### src/rtl/booth_pkg.sv
// Shared types for the sequential Booth multiplier: FSM states, Booth pair
// codes and the op codes the controller issues to the datapath.
package booth_pkg;

  typedef enum logic [1:0] {
    IDLE  = 2'd0,
    CHECK = 2'd1,
    SHIFT = 2'd2,
    DONE  = 2'd3
  } booth_state_e;

  // {Q[0], q_m1} recoding pairs
  localparam logic [1:0] NOP_00 = 2'b00;
  localparam logic [1:0] ADD_01 = 2'b01;
  localparam logic [1:0] SUB_10 = 2'b10;
  localparam logic [1:0] NOP_11 = 2'b11;

  typedef enum logic [2:0] {
    HOLD = 3'd0,
    LOAD = 3'd1,
    ADD  = 3'd2,
    SUB  = 3'd3,
    ARS  = 3'd4
  } booth_op_e;

endpackage

### src/rtl/booth_mult_datapath.sv
// Booth datapath: A/Q/M/q_m1 registers, XW-bit add/sub and the arithmetic
// right shift of {A,Q,q_m1}, all driven by a one-hot-free op code.
module booth_mult_datapath
  import booth_pkg::*;
#(
  parameter int WIDTH = 8
) (
  input  logic               clock,
  input  logic               reset,
  input  booth_op_e          i_op,
  input  logic               i_is_signed,
  input  logic [WIDTH-1:0]   i_multiplicand,
  input  logic [WIDTH-1:0]   i_multiplier,
  output logic [1:0]         o_pair,
  output logic [2*WIDTH-1:0] o_ars_low
);

  localparam int XW = WIDTH + 1;

  logic [XW-1:0] r_a;
  logic [XW-1:0] r_q;
  logic [XW-1:0] r_m;
  logic          r_q_m1;

  logic [XW-1:0]   w_ext_m;
  logic [XW-1:0]   w_ext_q;
  logic [2*XW:0]   w_shift;

  // One extra bit keeps -2^(WIDTH-1) and full unsigned values representable.
  assign w_ext_m = {i_is_signed & i_multiplicand[WIDTH-1], i_multiplicand};
  assign w_ext_q = {i_is_signed & i_multiplier[WIDTH-1], i_multiplier};

  // Shifted {A,Q,q_m1}: A's sign bit is replicated into the new MSB.
  assign w_shift   = {r_a[XW-1], r_a, r_q};
  assign o_ars_low = w_shift[2*WIDTH:1];
  assign o_pair    = {r_q[0], r_q_m1};

  always_ff @(posedge clock or posedge reset) begin
    if (reset) begin
      r_a    <= '0;
      r_q    <= '0;
      r_m    <= '0;
      r_q_m1 <= 1'b0;
    end else begin
      case (i_op)
        LOAD: begin
          r_a    <= '0;
          r_q    <= w_ext_q;
          r_m    <= w_ext_m;
          r_q_m1 <= 1'b0;
        end
        ADD:     r_a <= r_a + r_m;
        SUB:     r_a <= r_a - r_m;
        ARS:     {r_a, r_q, r_q_m1} <= w_shift;
        default: ;
      endcase
    end
  end

endmodule

### src/rtl/booth_mult_seq.sv
// Sequential radix-2 Booth multiplier with start/done handshake, signed and
// unsigned modes, a held product register and back-to-back reload from DONE.
module booth_mult_seq
  import booth_pkg::*;
#(
  parameter int WIDTH = 8,
  parameter int CNT_W = $clog2(WIDTH + 2)
) (
  input  logic               clock,
  input  logic               reset,
  input  logic               start,
  input  logic               is_signed,
  input  logic [WIDTH-1:0]   multiplicand,
  input  logic [WIDTH-1:0]   multiplier,
  output logic               busy,
  output logic               done,
  output logic [2*WIDTH-1:0] product,
  output booth_state_e       o_dbg_state
);

  localparam int XW = WIDTH + 1;
  localparam logic [CNT_W-1:0] LAST_CNT = CNT_W'(XW - 1);

  booth_state_e       r_state;
  logic [CNT_W-1:0]   r_cnt;
  logic               r_busy;
  logic               r_done;
  logic [2*WIDTH-1:0] r_product;

  booth_op_e          w_op;
  logic [1:0]         w_pair;
  logic [2*WIDTH-1:0] w_ars_low;
  logic               w_advance;
  logic               w_last;

  booth_mult_datapath #(.WIDTH(WIDTH)) u_datapath (
    .clock          (clock),
    .reset          (reset),
    .i_op           (w_op),
    .i_is_signed    (is_signed),
    .i_multiplicand (multiplicand),
    .i_multiplier   (multiplier),
    .o_pair         (w_pair),
    .o_ars_low      (w_ars_low)
  );

  // A shift happens every SHIFT cycle and on CHECK when the pair needs no add.
  assign w_advance = (r_state == SHIFT) ||
                     ((r_state == CHECK) && ((w_pair == NOP_00) || (w_pair == NOP_11)));
  assign w_last    = (r_cnt == LAST_CNT);

  always_comb begin
    w_op = HOLD;
    case (r_state)
      IDLE, DONE: if (start) w_op = LOAD;
      CHECK: begin
        if (w_pair == ADD_01)      w_op = ADD;
        else if (w_pair == SUB_10) w_op = SUB;
        else                       w_op = ARS;
      end
      SHIFT:   w_op = ARS;
      default: w_op = HOLD;
    endcase
  end

  always_ff @(posedge clock or posedge reset) begin
    if (reset) begin
      r_state   <= IDLE;
      r_cnt     <= '0;
      r_busy    <= 1'b0;
      r_done    <= 1'b0;
      r_product <= '0;
    end else begin
      case (r_state)
        IDLE, DONE: begin
          r_done <= 1'b0;
          if (start) begin
            r_cnt   <= '0;
            r_state <= CHECK;
            r_busy  <= 1'b1;
          end else begin
            r_state <= IDLE;
            r_busy  <= 1'b0;
          end
        end
        CHECK, SHIFT: begin
          if (w_advance) begin
            r_cnt <= r_cnt + 1'b1;
            if (w_last) begin
              r_state   <= DONE;
              r_busy    <= 1'b0;
              r_done    <= 1'b1;
              r_product <= w_ars_low;
            end else begin
              r_state <= CHECK;
            end
          end else begin
            r_state <= SHIFT;
          end
        end
        default: r_state <= IDLE;
      endcase
    end
  end

  assign busy        = r_busy;
  assign done        = r_done;
  assign product     = r_product;
  assign o_dbg_state = r_state;

endmodule

### config.mk
export PLATFORM = sky130hd
export DESIGN_NAME = booth_mult_seq
export DESIGN_NICKNAME = d
export VERILOG_FILES = /design/src/rtl/booth_pkg.sv /design/src/rtl/booth_mult_datapath.sv /design/src/rtl/booth_mult_seq.sv
export SDC_FILE = /design/constraint.sdc
export NUM_CORES = 1
export LEC_CHECK = 0
export BUFFER_PORTS_ARGS = -buffer_cell sky130_fd_sc_hd__buf_2
export CAP_MARGIN = 20
export CORE_MARGIN = 2
export CORE_UTILIZATION = 50
export CTS_CLUSTER_DIAMETER = 200
export DETAILED_ROUTE_END_ITERATION = 10
export PLACE_DENSITY = 0.68
export SYNTH_ARGS = -nofsm -noshare
export SYNTH_HDL_FRONTEND = slang
export SYNTH_SLANG_ARGS = --single-unit
### constraint.sdc
create_clock -name clock -period 7.2 [get_ports clock]
set_input_delay 1.44 -clock clock [delete_from_list [all_inputs] [get_ports clock]]
set_output_delay 1.44 -clock clock [all_outputs]
set_load 0.05 [all_outputs]
==> run summary <==
Outcome: completed
Setup violations, final: 0
Multi-input logic area: 0.001485 mm^2
Root Buffer Master: clkbuf_8
Non-Filler Instances: 386
Clock power share: 13.7%
Met3 wire len: 289 um
Commonest non-fill, non-tap cell in the layout: dfrtp_1
Period utilisation layout: 50.51%
First-pass GRT wire length: 9756 um
P_leak: 0.001544 uW
Syn nets: 311
Die Wd: 80.59 um
Internal: 865.7 uW
Sw Share: 44.88%
Metal2 WL: 2613 um
Drt drc: 0
Hold_ws: 0.4901 ns
Clock Sinks: 52
Vias: 2137
Resized cells post-CTS: 0
Met1 wire length: 2665 um
Clock Skew: 0.008735 ns
Diode count: 0
Fmax: 275.0 MHz
Final Slew Violations: 0
Syn-to-layout area delta: 11.82%
Total of max-cap violations: 0
Fin util: 58.83%
Worst Max-Slew Pin Slew: 1.055 ns
CP Launch Point: o_dbg_state[0]
WL/cell: 14.55 um
Number of synthesized flops with an enable pin: 0
Filler Cell Count: 496
Drt total wl: 5617 um
Setup Crit Path Kind: register to register
Via-to-Cell Ratio: 5.536
H-tree lvl count: 2
VDD IR-drop max: 0.0001970 V
Placed Cells: 378
Psw: 704.8 uW
Reg area: 0.001301 mm^2
DP HPWL: 3991 um
DIE AREA: 0.006494 mm^2
CP Max Fanout: 19
Synthesis-stage register bit count: 52
Nets: 349
Power Density: 478.9 mW/mm^2
Setup Buffers After CTS: 0
GP Congestion: 0.8762
CP Capture Type: register
FP Rows: 27
I/O Pins: 40
Clock Path Buffers: 2
Critical Path RT: 7.39 ns
Gate Count Post-Synth: 275
DR iter-0 viols: 61
RSZ-0062 raised after global routing: false
Layout cell share with drive strength beyond 1: 26.75%
Top routing layer used: met4
Combinational fraction of design power: 57.2%
Initial antenna violation count: 0
Syn_area_per_cell: 10.66 um^2
Min cycle time layout: 3.637 ns
Hold Path Class: register to register
Seq pwr share: 29.2%
Worst EP arrival: 3.83 ns
CTS Buf Count: 5
Hold buffer count at cts: 0
Setup TNS: 0 ns
Pre-Repair DR Iteration Count: 4
IO Port Bufs: 39
Total track usage: 19.37%
Hold path startpoint: r_cnt[3]
Clock Pin Slew Worst Setup and Hold Paths: 0.10 ns
Worst skew pair latency: 0.31 ns
Mapped cell area: 0.002933 mm^2
Synth Warn #: 0
Initial Util: 52.62%
CTS tree: done
Startpoint class of the critical path: register
Core Region: 0.005574 mm^2
Most common flop cell mapped by yosys: dfrtp_1
Die H: 80.59 um
Pin count of the biggest net entering global routing: 53
FF-to-FF Start: o_dbg_state[0]
GR Overflow Total: 0
Final Hold Vio Count: 0
Ys async rst share: 100.0%
Rel. slew slack: 29.65%
Unique masters post-synth: 50
Most frequent cells in the layout: dfrtp_1, buf_2, nand2_1
Sequential area share after synthesis: 44.37%
Post-route ant nets: 0
Vias in the first global route: 2127
==> synthesized netlist by cell type, drive strengths merged (3+ instances only) <==
library cell | count | area (um^2)
dfrtp | 52 | 1301
nand2 | 24 | 90.09
mux2 | 22 | 247.7
o21ai | 20 | 118.9
inv | 19 | 71.32
nor2 | 19 | 81.33
a21oi | 15 | 75.07
ha | 15 | 187.7
xnor2 | 13 | 113.9
mux2i | 9 | 90.09
buf | 7 | 62.56
a22oi | 5 | 37.54
nor3 | 5 | 25.02
o31ai | 4 | 43.79
a221o | 3 | 30.03
clkbuf | 3 | 12.51
nand2b | 3 | 18.77
nor2b | 3 | 18.77
o211ai | 3 | 22.52
o22ai | 3 | 18.77
==> worst paths after layout <==
| kind | to | slack, ns | cells after the start |
|---|---|---|---|
| max | u_datapath.r_a[6] | 3.56 | 11 |
| min | r_cnt[3] | 0.49 | 1 |
| max reg2reg | u_datapath.r_a[6] | 3.56 | 11 |
| min reg2reg | r_cnt[3] | 0.49 | 1 |
| max in group asynchronous | u_datapath.r_a[1] | 5.48 | 3 |
| min in group asynchronous | busy | 1.27 | 3 |
==> layer usage <==
metal | vias up | track usage (%)
li1 | 1050 | -
met1 | 1037 | 25.50
met2 | 45 | 31.67
met3 | 5 | 5.393
met4 | 0 | 4.576
met5 | - | 0
==> layout make-up <==
class	instances	area share [%]
Sequential cell	52	39.68
Timing Repair Buffer	41	6.410
Clock buffer	6	2.518
Clock inverter	2	1.183
Inverter	19	2.175
Tap cell	72	2.747
Multi-Input combinational cell	194	45.29
==> state kept, by name (all words and copies together), names as in the netlist <==
signal and count:
u_datapath.r_q_m1 1, o_dbg_state 2, u_datapath.r_q 9, r_cnt 4
product 16, u_datapath.r_m 9, u_datapath.r_a 9, done 1
busy 1
==> per-stage QoR <==
stage | total power (uW) | worst slack [ns] | instance area [um^2]
floorplan | 1211 | 3.709 | 2933
global placement | 1341 | 3.655 | 3158
detailed placement | 1359 | 3.607 | 3158
CTS | 1576 | 3.571 | 3279
global route | 1712 | 3.250 | 3279
finish | 1570 | 3.563 | 3279
==> power groups by stage <==
stage | registers (uW) | clock network [uW] | logic (uW)
floorplan | 485 | 0 | 726
global placement | 461 | 0 | 880
detailed placement | 463 | 0 | 896
CTS | 459 | 220 | 897
global route | 473 | 236 | 1000
finish | 458 | 214 | 898
==> cells by family after synthesis <==
| logic type | Yosys count | share of synthesized area, % |
|---|---|---|
| AO/OA/AOI/OAI | 67 | 16.98 |
| AND/OR/NAND/NOR | 66 | 10.88 |
| flip-flops | 52 | 44.37 |
| multiplexers | 31 | 11.52 |
| buffers and inverters | 29 | 4.991 |
| adder cells (fa/ha/maj) | 16 | 7.082 |
| XOR/XNOR | 14 | 4.181 |
==> critical path, cell delays in order, from the launching register on <==
cell	delay [ns]
dfrtp_1	0.40
inv_1	0.06
ha_1	0.57
or3_1	0.63
nor2_2	0.29
mux2i_1	0.17
fa_1	0.46
a211oi_1	0.39
o21bai_1	0.13
a21oi_1	0.18
xor2_1	0.14
o21ai_0	0.08
(Power assumes the default switching activity.)
